<file path="config.mk">
export PLATFORM = sky130hd
export DESIGN_NAME = nemu_run_controller
export DESIGN_NICKNAME = d
export VERILOG_FILES = /design/src/rtl/nemu_run_controller.sv
export SDC_FILE = /design/constraint.sdc
export NUM_CORES = 1
export LEC_CHECK = 0
export ABC_CLOCK_PERIOD_IN_PS = 13500
export CORE_ASPECT_RATIO = 0.8
export CORE_UTILIZATION = 40
export CTS_BUF_LIST = sky130_fd_sc_hd__clkbuf_4
export CTS_CLUSTER_SIZE = 20
export DETAILED_ROUTE_END_ITERATION = 8
export PLACE_DENSITY = 0.64
export SLEW_MARGIN = 20
export SYNTH_ARGS = -nofsm -noshare
export SYNTH_HDL_FRONTEND = slang
export SYNTH_SLANG_ARGS = --single-unit
</file>
<file path="constraint.sdc">
create_clock -name i_clk -period 13.5 [get_ports i_clk]
set_input_delay 2.7 -clock i_clk [delete_from_list [all_inputs] [get_ports i_clk]]
set_output_delay 2.7 -clock i_clk [all_outputs]
set_load 0.02 [all_outputs]
</file>
<file path="src/rtl/nemu_run_controller.sv">
// Run sequencer for a NEMU emulation: phase FSM, shared timestamp, and
// injection/delivery accounting across all packet sources and sinks.
module nemu_run_controller #(
  parameter int PORTS          = 16,
  parameter int WARMUP_CYCLES  = 600,
  parameter int MEASURE_CYCLES = 10000,
  parameter int DRAIN_TIMEOUT  = 4096
) (
  input  logic             i_clk,
  input  logic             reset_n,
  input  logic             i_start,
  input  logic             i_abort,
  input  logic [PORTS-1:0] i_src_valid,
  input  logic [PORTS-1:0] i_src_empty,
  input  logic [PORTS-1:0] i_sink_valid,
  output logic [31:0]      o_timestamp,
  output logic             o_src_enable,
  output logic             o_measure,
  output logic [2:0]       o_state,
  output logic [31:0]      o_inj_count,
  output logic [31:0]      o_rx_count,
  output logic [31:0]      o_outstanding,
  output logic             o_done,
  output logic             o_timeout,
  output logic             o_error
);

  typedef enum logic [2:0] {
    S_IDLE    = 3'd0,
    S_WARMUP  = 3'd1,
    S_MEASURE = 3'd2,
    S_DRAIN   = 3'd3,
    S_DONE    = 3'd4
  } state_t;

  state_t      state, state_nx;
  logic [31:0] phase_cnt;
  logic [31:0] src_cnt, sink_cnt;
  logic [32:0] out_sum;
  logic        underflow;
  logic [31:0] out_next;
  logic        drain_exit;
  logic        go_start, phase_clr, timeout_set, running;

  function automatic logic [31:0] popcount(input logic [PORTS-1:0] v);
    logic [31:0] n;
    n = '0;
    for (int i = 0; i < PORTS; i++) n = n + 32'(v[i]);
    return n;
  endfunction

  // Traffic accounting; a delivery surplus clamps outstanding at zero
  assign src_cnt    = popcount(i_src_valid);
  assign sink_cnt   = popcount(i_sink_valid);
  assign out_sum    = {1'b0, o_outstanding} + {1'b0, src_cnt};
  assign underflow  = out_sum < {1'b0, sink_cnt};
  assign out_next   = underflow ? 32'd0 : 32'(out_sum - {1'b0, sink_cnt});
  assign drain_exit = (o_outstanding == 32'd0) && (&i_src_empty);
  assign running    = (state == S_WARMUP) || (state == S_MEASURE) || (state == S_DRAIN);

  always_comb begin
    state_nx    = state;
    go_start    = 1'b0;
    phase_clr   = 1'b0;
    timeout_set = 1'b0;
    if (i_abort) begin
      state_nx = S_IDLE;
    end else begin
      case (state)
        S_IDLE, S_DONE: begin
          if (i_start) begin
            state_nx = S_WARMUP;
            go_start = 1'b1;
          end
        end
        S_WARMUP: begin
          if (phase_cnt == 32'(WARMUP_CYCLES - 1)) begin
            state_nx  = S_MEASURE;
            phase_clr = 1'b1;
          end
        end
        S_MEASURE: begin
          if (phase_cnt == 32'(MEASURE_CYCLES - 1)) begin
            state_nx  = S_DRAIN;
            phase_clr = 1'b1;
          end
        end
        S_DRAIN: begin
          if (drain_exit) begin
            state_nx = S_DONE;
          end else if (phase_cnt == 32'(DRAIN_TIMEOUT - 1)) begin
            state_nx    = S_DONE;
            timeout_set = 1'b1;
          end
        end
        default: state_nx = S_IDLE;
      endcase
    end
  end

  always_ff @(posedge i_clk) begin
    if (!reset_n) begin
      state         <= S_IDLE;
      phase_cnt     <= '0;
      o_timestamp   <= '0;
      o_inj_count   <= '0;
      o_rx_count    <= '0;
      o_outstanding <= '0;
      o_timeout     <= 1'b0;
      o_error       <= 1'b0;
    end else begin
      state <= state_nx;
      if (go_start) begin
        phase_cnt     <= '0;
        o_timestamp   <= '0;
        o_inj_count   <= '0;
        o_rx_count    <= '0;
        o_outstanding <= '0;
        o_timeout     <= 1'b0;
        o_error       <= 1'b0;
      end else if (running && !i_abort) begin
        // An abort cycle leaves every counter exactly as it was
        o_timestamp   <= o_timestamp + 32'd1;
        phase_cnt     <= phase_clr ? 32'd0 : phase_cnt + 32'd1;
        o_outstanding <= out_next;
        if (underflow)   o_error   <= 1'b1;
        if (timeout_set) o_timeout <= 1'b1;
        if (state == S_MEASURE) begin
          o_inj_count <= o_inj_count + src_cnt;
          o_rx_count  <= o_rx_count + sink_cnt;
        end
      end
    end
  end

  assign o_state      = state;
  assign o_src_enable = (state == S_WARMUP) || (state == S_MEASURE);
  assign o_measure    = (state == S_MEASURE);
  assign o_done       = (state == S_DONE);

endmodule

</file>
==> qor.txt <==
insertion delay to the later sink of the worst-skew pair -> 570 ps
H-tree depth -> 4
setup ws final -> 3930 ps
synthesized cell area -> 9950 um2
global placement routability congestion -> 0.924
synthesized flop and latch total -> 165
detailed placer's ending HPWL -> 19700 um
Avg WL per Cell -> 15.4 um
critical path arrival -> 10070 ps
Tmin final -> 9570 ps
clock slew seen by the registers of the worst setup and hold paths -> 160 ps
Setup Fix Bufs, Post-CTS -> 0
synth unique cells -> 65
Cell Area, Placed -> 12000 um2
Synth Area in Simple Gates -> 27.6%
Synth Net Count -> 1331
die area -> 25500 um2
initial antenna violation count -> 1
vias in the first global route -> 8493
WL final -> 26400 um
Setup WS pre-CTS -> 3190 ps
commonest non-fill, non-tap cell in the layout -> clkdlybuf4s50_1
number of nets in the layout -> 1490
CTS tree -> yes
I/O pin total -> 188
ys async rst share -> 0%
via/cell ratio -> 5.30
maxcap violations -> 0
Final TNS setup -> 0 ps
Pwr per Cell Area -> 213 nW/um2
dpl cells -> 1680
Vias -> 9071
clk sinks -> 165
Filler Cells Inserted -> 2353
# rows -> 51
Final Non-Filler Cells -> 1713
GRT overflow -> 0
f_max -> 0.104 GHz
cells after synthesis -> 1222
CP Class -> in2reg
die width -> 178 um
post-synthesis xor/xnor area fraction -> 12.8%
fin crit share -> 70.9%
first-pass GRT wire length -> 43100 um
GRT Overall Usage -> 20.9%
Max-slew headroom -> 31.4%
Post-Route Skew -> 37.7 ps
post-CTS sizing -> 0
Hold WC Path Type -> reg2reg
Clock Path Buffers -> 2
Routed Antenna Nets -> 0
final instance area -> 12400 um2
1st-iter DRT viols -> 716
number of CTS-inserted buffers -> 17
Setup crit start kind -> input port
P_leak -> 4.63 nW
Slew @ Worst Pin -> 1030 ps
Crit path required time -> 14000 ps
CP endpoint kind -> flip-flop
complex-gate fraction of the synthesized area -> 12.3%
worst vdd ir -> 0.185 mV
CTS root buf -> clkbuf_4
final core occ -> 50.8%
share of layout cells above drive strength 1 -> 4.30%
# hold bufs at CTS -> 0
max-slew violation count -> 0
final hold vios -> 0
CORE AREA -> 24400 um2
crit path max fanout -> 5
TritonRoute pass-1 iters -> 5
Area growth syn-to-layout -> 24.5%
chip height -> 143 um
Post-synth EDFFs -> 0
Port Buf Inserts -> 187
post-synthesis mux area share -> 0.717%
post-synthesis adder-cell area fraction -> 8.98%
ys flop type -> dfxtp_1
final setup vio count -> 0
Syn Area/Cell -> 8.14 um2
status -> finished clean
power consumption -> 2.63 mW
RSZ-0062 raised after global routing -> no
most frequent cells in the layout -> clkdlybuf4s50_1, dfxtp_1, nor2_1, nand2_1, xor2_1
Starting Density -> 40.8%
Synth warnings -> 0
detailed-route DRC error count -> 0
largest net degree at the start of global routing -> 83
Seq/Total Area, Yosys -> 33.2%
largest family of logic cells by synthesized area -> simple AND/OR/NAND/NOR gates
final hold slack -> 483 ps
[worst max-delay path: stages]
cell and delay (ps):
clkdlybuf4s50_1 450, inv_1 50, fa_1 520, inv_1 50, fa_1 490, fa_1 520
inv_1 50, fa_1 470, inv_1 40, ha_1 200, fa_1 610, inv_1 90
fa_1 520, inv_1 70, fa_1 470, a211oi_1 390, o21ai_0 140, mux2i_1 410
nand4_1 280, a2111o_1 490, nor2_1 280, nand3_1 140, xnor2_1 170, or3_1 310
a31oi_1 150
[layout make-up]
type                            count  area, um2  area share [%]
Clock buffer                       17        128            1.03
Timing Repair Buffer              192       1910            15.4
Antenna cell                        1       2.50          0.0202
Inverter                           53        199            1.61
Clock inverter                     15        208            1.68
Sequential cell                   165       3300            26.7
Multi-Input combinational cell    952       6240            50.4
Tap cell                          318        398            3.21
[power by group]
group          switching (mW)  total (mW)  internal [mW]
Combinational           0.982        1.73          0.748
Clock                   0.218       0.325          0.106
Sequential             0.0664       0.579          0.512
Total                    1.27        2.63           1.37
[path summary, 6_finish.rpt]
| kind | end | startpoint | slack [ps] | depth (start not counted) |
|---|---|---|---|---|
| worst max-delay path | o_outstanding[28] | i_src_valid[0] | 3930 | 25 |
| worst min-delay path | phase_cnt[1] | phase_cnt[1] | 480 | 2 |
| worst max register to register | o_outstanding[28] | o_outstanding[0] | 8900 | 15 |
| worst min register to register | phase_cnt[1] | phase_cnt[1] | 480 | 2 |
[registers in the layout, summed over array words and instances (netlist names)]
signal         cells
o_inj_count       32
o_timeout          1
o_state            3
o_error            1
o_rx_count        32
o_outstanding     32
phase_cnt         32
o_timestamp       32
[layer usage]
| layer | share of wire [%] | GRT usage [%] | vias up |
|---|---|---|---|
| met1 | 49 | 29.6 | 4246 |
| met4 | 1.5 | 4.77 | 0 |
| met5 | 0 | 0 | - |
| li1 | - | - | 4556 |
| met2 | 44 | 32.6 | 247 |
| met3 | 5.5 | 4.02 | 22 |
[cells in the mapped netlist, types with 24 or more instances]
master,count,share of area [%]
and3_1,41,2.6
nand4_1,38,2.4
clkbuf_1,40,1.5
dfxtp_1,165,33
ha_1,33,4.1
o21ai_0,45,2.3
a21oi_1,64,3.2
nor3_1,25,1.3
or3_1,32,2.0
inv_1,53,2.0
nand2_1,111,4.2
nand3_1,49,2.5
fa_1,24,4.8
xnor2_1,54,4.8
nor2_1,159,6.0
xor2_1,91,8.0
[cell families (layout without fill, tap and decap cells)]
family | Yosys count | in the layout
flops | 165 | 165
simple gates | 548 | 548
compound gates | 195 | 195
buf+inv | 105 | 277
other cells | 0 | 1
mux | 7 | 7
xor+xnor | 145 | 145
fa+ha+maj | 57 | 57
(Power assumes the default switching activity.)
